## config.mk

```make
export PLATFORM = sky130hd
export DESIGN_NAME = mul_booth
export DESIGN_NICKNAME = d
export VERILOG_FILES = /design/src/rtl/mul_booth.sv
export SDC_FILE = /design/constraint.sdc
export NUM_CORES = 1
export LEC_CHECK = 0
export ABC_CLOCK_PERIOD_IN_PS = 6100
export CAP_MARGIN = 20
export CORE_MARGIN = 4
export CORE_UTILIZATION = 45
export CTS_CLUSTER_SIZE = 12
export DETAILED_ROUTE_END_ITERATION = 6
export DONT_BUFFER_PORTS = 1
export PLACE_DENSITY_LB_ADDON = 0.2
export SLEW_MARGIN = 20
export SYNTH_ARGS = -nofsm -noshare
export SYNTH_HDL_FRONTEND = slang
export SYNTH_SLANG_ARGS = --single-unit
```

## constraint.sdc

```tcl
create_clock -name clk -period 6.1 [get_ports clk]
set_input_delay 0.61 -clock clk [delete_from_list [all_inputs] [get_ports clk]]
set_output_delay 0.61 -clock clk [all_outputs]
set_load 0.005 [all_outputs]
```

## src/rtl/mul_booth.sv

```systemverilog
// Sequential 32x32 radix-4 Booth multiplier, 17 steps per operation.
// Product returned on Z as {HI, LO}; signed and unsigned share one datapath.
//
// state | meaning
// ------+----------------------------------------------------------
// IDLE  | waiting for start; Z holds the last product
// RUN   | one Booth step per cycle, 17 steps in total
// DONE  | product on Z, done pulses for one cycle
module mul_booth #(
    parameter int WIDTH = 32
) (
    input  logic                 clk,
    input  logic                 reset_n,
    input  logic                 start,
    input  logic                 is_signed,
    input  logic [WIDTH-1:0]     Multiplicand,
    input  logic [WIDTH-1:0]     Multiplier,
    output logic                 busy,
    output logic                 done,
    output logic [2*WIDTH-1:0]   Z
);

    localparam int EW    = WIDTH + 2;        // extended operand width (34)
    localparam int AW    = 2 * EW;           // accumulator width (68)
    localparam int STEPS = EW / 2;           // Booth steps (17)
    localparam int SW    = $clog2(STEPS);

    typedef enum logic [1:0] {
        IDLE = 2'd0,
        RUN  = 2'd1,
        DONE = 2'd2
    } state_t;

    state_t            state, state_next;
    logic [EW-1:0]     mcand;
    logic [EW:0]       win;
    logic [AW-1:0]     acc;
    logic [AW-1:0]     acc_next;
    logic [SW-1:0]     step;
    logic              accept;
    logic              run_step;
    logic              last_step;
    logic [AW-1:0]     m_ext;
    logic [AW-1:0]     m_shift;
    logic [AW-1:0]     pp;
    logic [EW-1:0]     mcand_ext;
    logic [EW-1:0]     mplier_ext;

    always_ff @(posedge clk or negedge reset_n) begin
        if (!reset_n) state <= IDLE;
        else          state <= state_next;
    end

    always_comb begin
        state_next = state;
        accept     = 1'b0;
        run_step   = 1'b0;
        last_step  = 1'b0;
        case (state)
            IDLE: begin
                if (start) begin
                    accept     = 1'b1;
                    state_next = RUN;
                end
            end
            RUN: begin
                run_step = 1'b1;
                if (step == SW'(STEPS - 1)) begin
                    last_step  = 1'b1;
                    state_next = DONE;
                end
            end
            DONE: state_next = IDLE;
            default: state_next = IDLE;
        endcase
    end

    always_comb begin
        mcand_ext  = is_signed ? {{2{Multiplicand[WIDTH-1]}}, Multiplicand}
                               : {2'b00, Multiplicand};
        mplier_ext = is_signed ? {{2{Multiplier[WIDTH-1]}}, Multiplier}
                               : {2'b00, Multiplier};
    end

    // Partial product: recoded digit times multiplicand, aligned to this step.
    always_comb begin
        m_ext   = {{(AW-EW){mcand[EW-1]}}, mcand};
        m_shift = m_ext << (2 * step);
        pp      = '0;
        case (win[2:0])
            3'b001, 3'b010: pp = m_shift;
            3'b011:         pp = m_shift << 1;
            3'b100:         pp = -(m_shift << 1);
            3'b101, 3'b110: pp = -m_shift;
            default:        pp = '0;
        endcase
        acc_next = acc + pp;
    end

    always_ff @(posedge clk or negedge reset_n) begin
        if (!reset_n) begin
            mcand <= '0;
            win   <= '0;
            acc   <= '0;
            step  <= '0;
            busy  <= 1'b0;
            done  <= 1'b0;
            Z     <= '0;
        end else begin
            if (accept) begin
                mcand <= mcand_ext;
                win   <= {mplier_ext, 1'b0};
                acc   <= '0;
                step  <= '0;
                busy  <= 1'b1;
            end
            if (run_step) begin
                acc  <= acc_next;
                win  <= {{2{win[EW]}}, win[EW:2]};
                step <= step + SW'(1);
            end
            if (last_step) begin
                Z    <= acc_next[2*WIDTH-1:0];
                done <= 1'b1;
            end
            if (state == DONE) begin
                done <= 1'b0;
                busy <= 1'b0;
            end
        end
    end

endmodule

```

Yosys cells after proc, flatten, opt, wreduce, memory -nomap -nowiden --
Index checks and enable logic that the tools add are counted.
Storage, ports and cells: register bits 210, latch bits 0, RAM bits 0, ROM bits 0, bits of input ports 68, output and inout port bits 66, memories kept 0
Cells by class: add/sub/neg operators 4, $mul 0, divide/modulo/power cells 0, order comparisons 0, equality and inequality tests 11, shifts and indexed selects 1, multiplexer cells 21, bitwise logic cells 1, reduce and logical (&&, ||, !) cells 8
Operators with widths (count):
- $pmux 68 s4 | 1
- $mux 34 | 4
- $mux 68 | 2
- $neg 68->68 | 2
- $add 68x68->68 | 1
- $shl 68x6->68 | 1
- $mux 5 | 2
- $eq 3x3->1 const B | 3
- $mux 1 | 9
- $eq 3x2->1 const B | 2
- $reduce_bool 2->1 | 3
- $add 5x1->5 const B | 1
- $eq 5x5->1 const B | 1
- $mux 2 | 2
- $ne 2x2->1 const B | 2
- $pmux 2 s2 | 1
- $reduce_and 2->1 | 2
- $reduce_or 2->1 | 2
- $eq 3x1->1 const B | 1
- $eq 2x1->1 const B | 1
- $eq 2x2->1 const B | 1
- $logic_not 2->1 | 1
- $not 1->1 | 1

Logic depth before layout (Yosys ltp) --
word-level depth 5, depth in mapped cells 36

Worst setup path before layout --
OpenSTA, ideal clock, no wires.
path type register to register, from reg step[3], to reg acc[63], arrival time 6540 ps, required time 5976 ps, setup slack -563 ps, cell stages (with the launch flop) 33, buffers on the path 6, clock period less this slack 6663 ps, cells stage by stage dfrtp_1 clkbuf_1 buf_1 clkbuf_1 buf_1 nor2_1 nand2_1 nor2_1 inv_1 ha_1 clkbuf_1 nand4b_1 a21oi_1 nand4_1 buf_2 nor2_2 nand3b_1 nor4_1 xnor2_1 o221ai_1 ha_1 inv_1 nor3_1 nand4_1 nor3_1 a21oi_1 o41ai_1 a211oi_1 o31a_1 o21a_1 nor3_2 and4b_1 a211o_1
Between the ends: word-level cells in the longest chain between the ends 5, elaborated cells on any way between the ends 6, classes of those cells add/sub (3); shift (1); mux (2)
Ends and longest elaborated chain:
- from (decl) | RTL line 39 | logic [SW-1:0] step;
- from (signal assigned) | RTL line 120 | step <= step + SW'(1);
- $shl 68x6->68 * | RTL line 88 | m_shift = m_ext << (2 * step);
- $neg 68->68 (on tied branches) | RTL line 94, 93
- $pmux 68 s4 * | RTL line 90 | case (win[2:0])
- $add 68x68->68 * | RTL line 97 | acc_next = acc + pp;
- $mux 68 * | RTL line 117 | if (run_step) begin
- to (signal assigned) | RTL line 118 | acc <= acc_next;
- to (decl) | RTL line 37 | logic [AW-1:0] acc;
Every way passes the cells marked *; elsewhere a longest branch is shown, timed or not. A chain may end at the register's enable or synchronous reset.

Final worst setup path --
from reg step[0], to reg acc[63]
Same word-level chain as after synthesis.

==> results.py <==
metrics = {
    "drt": {
        "drtIter0Drc": 1982,
        "num_vias": 20500,
        "drc_errors": 0,
        "wl_mm": 76.5,
        "via_per_inst": 6.24,
        "drtAntennaViolNets": 0,
        "dr.pass1.iters": 6,
        "wl_per_cell_um": 23.3,
    },
    "clock_network": {
        "clock_sinks": 205,
        "numCtsBuffers": 25,
        "cts_tree": "yes",
        "clockBufferDepth": 3,
        "clk_pin_slew_ns": 0.07,
        "h-tree-depth": 1,
        "worstSkewPairLatency_ns": 0.56,
        "root_buffer": "clkbuf_16",
    },
    "global_route": {
        "grt_pass1_wl_mm": 117,
        "first_global_vias": 20300,
        "grt_max_degree": 206,
        "track_usage_pct": 32.7,
        "antenna_found_initial": 0,
        "grt_overflow": 0,
    },
    "synth": {
        "synth.area.mux_share_pct": 9.63,
        "yosysSeqAreaShare_pct": 27.3,
        "ys_types": 101,
        "yosys_warnings": 0,
        "syn_area_sq_um": 18800,
        "ys.flop_type": "dfrtp_1",
        "synth.ff_latch_count": 205,
        "synth_edf_count": 0,
        "synth_fp_nets": 2430,
        "synth_area_per_cell_sq_um": 8.19,
        "async_flop_share_pct": 100,
        "synth_compound_area_share_pct": 28.3,
        "synth-xor-area-share_pct": 5.76,
        "synth_fa_ha_area_share_pct": 4.50,
        "synthSimpleGateAreaFrac_pct": 19.6,
        "synth_top_family_by_area": "compound AO/OA/AOI/OAI gates",
        "syn_inst": 2295,
    },
    "run_status": {
        "violations": "negative setup slack",
        "status": "complete, but fails checks",
    },
    "setup_path": {
        "ff2ff_setup_slack_ns": -0.09,
        "r2r.worst_path.cells": 26,
        "critPathMaxFanout": 6,
        "cp_data_arrival_time_ns": 6.62,
        "r2r-end": "acc[63]",
        "r2r-start": "step[0]",
        "worstSetupEndpointType": "register",
        "worst_setup_path_start_kind": "register",
        "crit_type": "reg -> reg",
        "required_ns": 6.54,
    },
    "layout": {
        "nets": 2869,
        "fillers": 3679,
        "drive_above_1_share_pct": 33.8,
        "area_delta_synth_final_pct": 34.0,
    },
    "worst_hold_path": {
        "min_from": "Multiplicand[22]",
        "hp-class": "in -> reg",
        "hold_end": "mcand[22]",
        "holdPathStages": 2,
    },
    "floorplan": {
        "die-width_um": 212,
        "fp.dieH_um": 212,
        "core_area_sq_um": 41000,
        "row_count": 74,
        "start_util_pct": 45.8,
        "ios": 134,
        "die-area_sq_um": 45100,
    },
    "placed_design": {
        "place.gp.congestion": 1.03,
        "port_buffers": 0,
        "dp_hpwl_mm": 57.5,
    },
    "sta": {
        "maxSlewViolCount": 0,
        "hold_viol": 0,
        "rsz0062_at_grt": "yes",
        "fmax_ghz": 0.162,
        "worst_slack_ns": -0.0861,
        "fin_skew_ns": 0.0182,
        "finalSetupViolCount": 4,
        "holdWs_ns": 0.155,
        "fin_crit_ns": 6.19,
        "fin_crit_sh_pct": 101,
        "relSlewSlack_pct": 37.5,
        "worstMarginPinSlew_ns": 0.938,
    },
    "job": {
        "cap_violations": 0,
    },
}
==> layout by cell type (no fill, tap or decap), types with 19 or more instances in the layout <==
master / Yosys / routed
a211oi_1: 30 / 19
a21o_1: 53 / 52
a21oi_1: 160 / 133
a21oi_2: 0 / 26
a22o_1: 46 / 46
a22oi_1: 49 / 49
buf_4: 10 / 555
clkbuf_16: 0 / 26
dfrtp_1: 205 / 199
ha_1: 66 / 52
inv_1: 38 / 35
mux2_2: 57 / 52
mux2i_1: 50 / 43
mux4_2: 29 / 29
nand2_1: 337 / 334
nand2b_1: 24 / 20
nand3_1: 67 / 63
nand4_1: 24 / 24
nor2_1: 151 / 142
nor3_1: 38 / 28
o21a_1: 23 / 22
o21ai_0: 148 / 130
o21bai_1: 24 / 23
o22ai_1: 30 / 26
xnor2_1: 82 / 78
xor2_1: 39 / 37
==> flip-flops by register name (all words and copies together), names as in the netlist <==
register / flops
Z: 64
done: 1
step: 5
busy: 1
mcand: 33
win: 35
acc: 64
state: 2
==> layout make-up <==
class                   count  area, sq um  share of cell area [%]
clock inverters            13          134                   0.532
repair buffers            583         4610                    18.3
clock buffers              31          658                    2.61
multi-input cells        1876        13800                    54.8
flip-flops and latches    205         5140                    20.4
inverters                  43          163                   0.646
diodes                      1         2.50                 0.00994
well taps                 532          666                    2.64
==> critical path, cell delays in order (launching register included) <==
cell	delay, ns
dfrtp_4	0.47
mux4_2	0.56
a211o_4	0.31
o41ai_4	0.31
nand4b_4	0.16
or2_4	0.25
or3_4	0.37
buf_6	0.14
xnor2_1	0.11
nand2_1	0.07
a21oi_1	0.06
a311o_1	0.39
ha_4	0.30
buf_6	0.11
nand3_4	0.07
inv_2	0.08
nand4_1	0.19
a211oi_2	0.33
nor2_2	0.11
o41ai_2	0.29
buf_4	0.19
a211oi_4	0.06
o31a_1	0.26
o21a_1	0.23
nor3_2	0.20
and4b_1	0.21
a211o_1	0.23
==> synth_stat cells (7+ instances only) <==
cell / instances / share of area, %
nand2_1: 337 / 6.7
dfrtp_1: 205 / 27
a21oi_1: 160 / 4.3
nor2_1: 151 / 3.0
o21ai_0: 148 / 3.9
clkbuf_1: 127 / 2.5
xnor2_1: 82 / 3.8
nand3_1: 67 / 1.8
ha_1: 66 / 4.4
mux2_2: 57 / 3.4
a21o_1: 53 / 2.1
mux2i_1: 50 / 2.7
a22oi_1: 49 / 2.0
a22o_1: 46 / 2.1
xor2_1: 39 / 1.8
inv_1: 38 / 0.76
nor3_1: 38 / 1.0
a211oi_1: 30 / 1.2
o22ai_1: 30 / 1.0
mux4_2: 29 / 3.5
a31oi_1: 24 / 0.80
nand2b_1: 24 / 0.80
nand4_1: 24 / 0.80
o21bai_1: 24 / 0.96
o21a_1: 23 / 0.92
o221ai_1: 20 / 0.93
and2_1: 19 / 0.63
o31ai_1: 18 / 0.72
a221oi_1: 17 / 0.79
or2_2: 17 / 0.57
nor2b_1: 16 / 0.53
and3_1: 15 / 0.50
o211ai_1: 15 / 0.60
buf_1: 13 / 0.26
buf_2: 12 / 0.32
o22a_1: 11 / 0.51
buf_4: 10 / 0.40
a21boi_0: 9 / 0.36
buf_6: 9 / 0.54
nor4_1: 9 / 0.30
or3_1: 9 / 0.30
a32oi_1: 8 / 0.37
o32a_1: 7 / 0.37
==> worst max-delay path by stage <==
stage                    to  slack (ns)    start  depth (start not counted)
detailed placement    Z[58]       -0.50  step[0]                         25
CTS                 acc[63]       -0.27  step[0]                         25
floorplan           acc[63]       0.005  step[0]                         26
global route        acc[63]       -0.34  step[0]                         29
global placement      Z[58]       -0.45  step[0]                         26
finish              acc[63]       -0.09  step[0]                         26
==> metrics by stage <==
| step | worst slack (ns) | setup TNS (ns) | std cells | util, % | instance area (sq um) |
|---|---|---|---|---|---|
| floorplan | 0.00469 | 0 | 2295 | - | 18900 |
| global placement | -0.446 | -6.15 | 3194 | 55.8 | 22900 |
| detailed placement | -0.496 | -8.38 | 3194 | 55.8 | 22900 |
| CTS | -0.271 | -1.12 | 3255 | 58.7 | 24100 |
| global route | -0.343 | -4.08 | 3283 | 61.4 | 25200 |
| finish | -0.0861 | -0.267 | 3284 | 61.4 | 25200 |
==> metal layers <==
metal | share of wire (%) | GRT usage (%)
met1 | 44 | 46.5
met2 | 46 | 52.2
met3 | 7.2 | 4.23
met4 | 3.4 | 9.75
met5 | 0 | 0
==> kinds of logic after synthesis <==
| family | Yosys count |
|---|---|
| AOI/OAI and AO/OA | 775 |
| xor gates and xnor gates | 122 |
| DFF | 205 |
| muxes | 137 |
| buffers and inverters | 214 |
| and+or+nand+nor | 775 |
| adders and majority gates | 67 |
==> repair_timing <==
item                                    in CTS  in global routing
setup buffers                               16                 24
pin swaps                                   25                 64
hold buffers                                 1                  1
resized for setup                           57                177
hold endpoints to repair                   205                 21
gates cloned                                 0                  2
endpoints found under the setup margin      47                 63
Power is not shown: default switching activity piles up to over one toggle a cycle in this logic, so the estimate is an artifact.
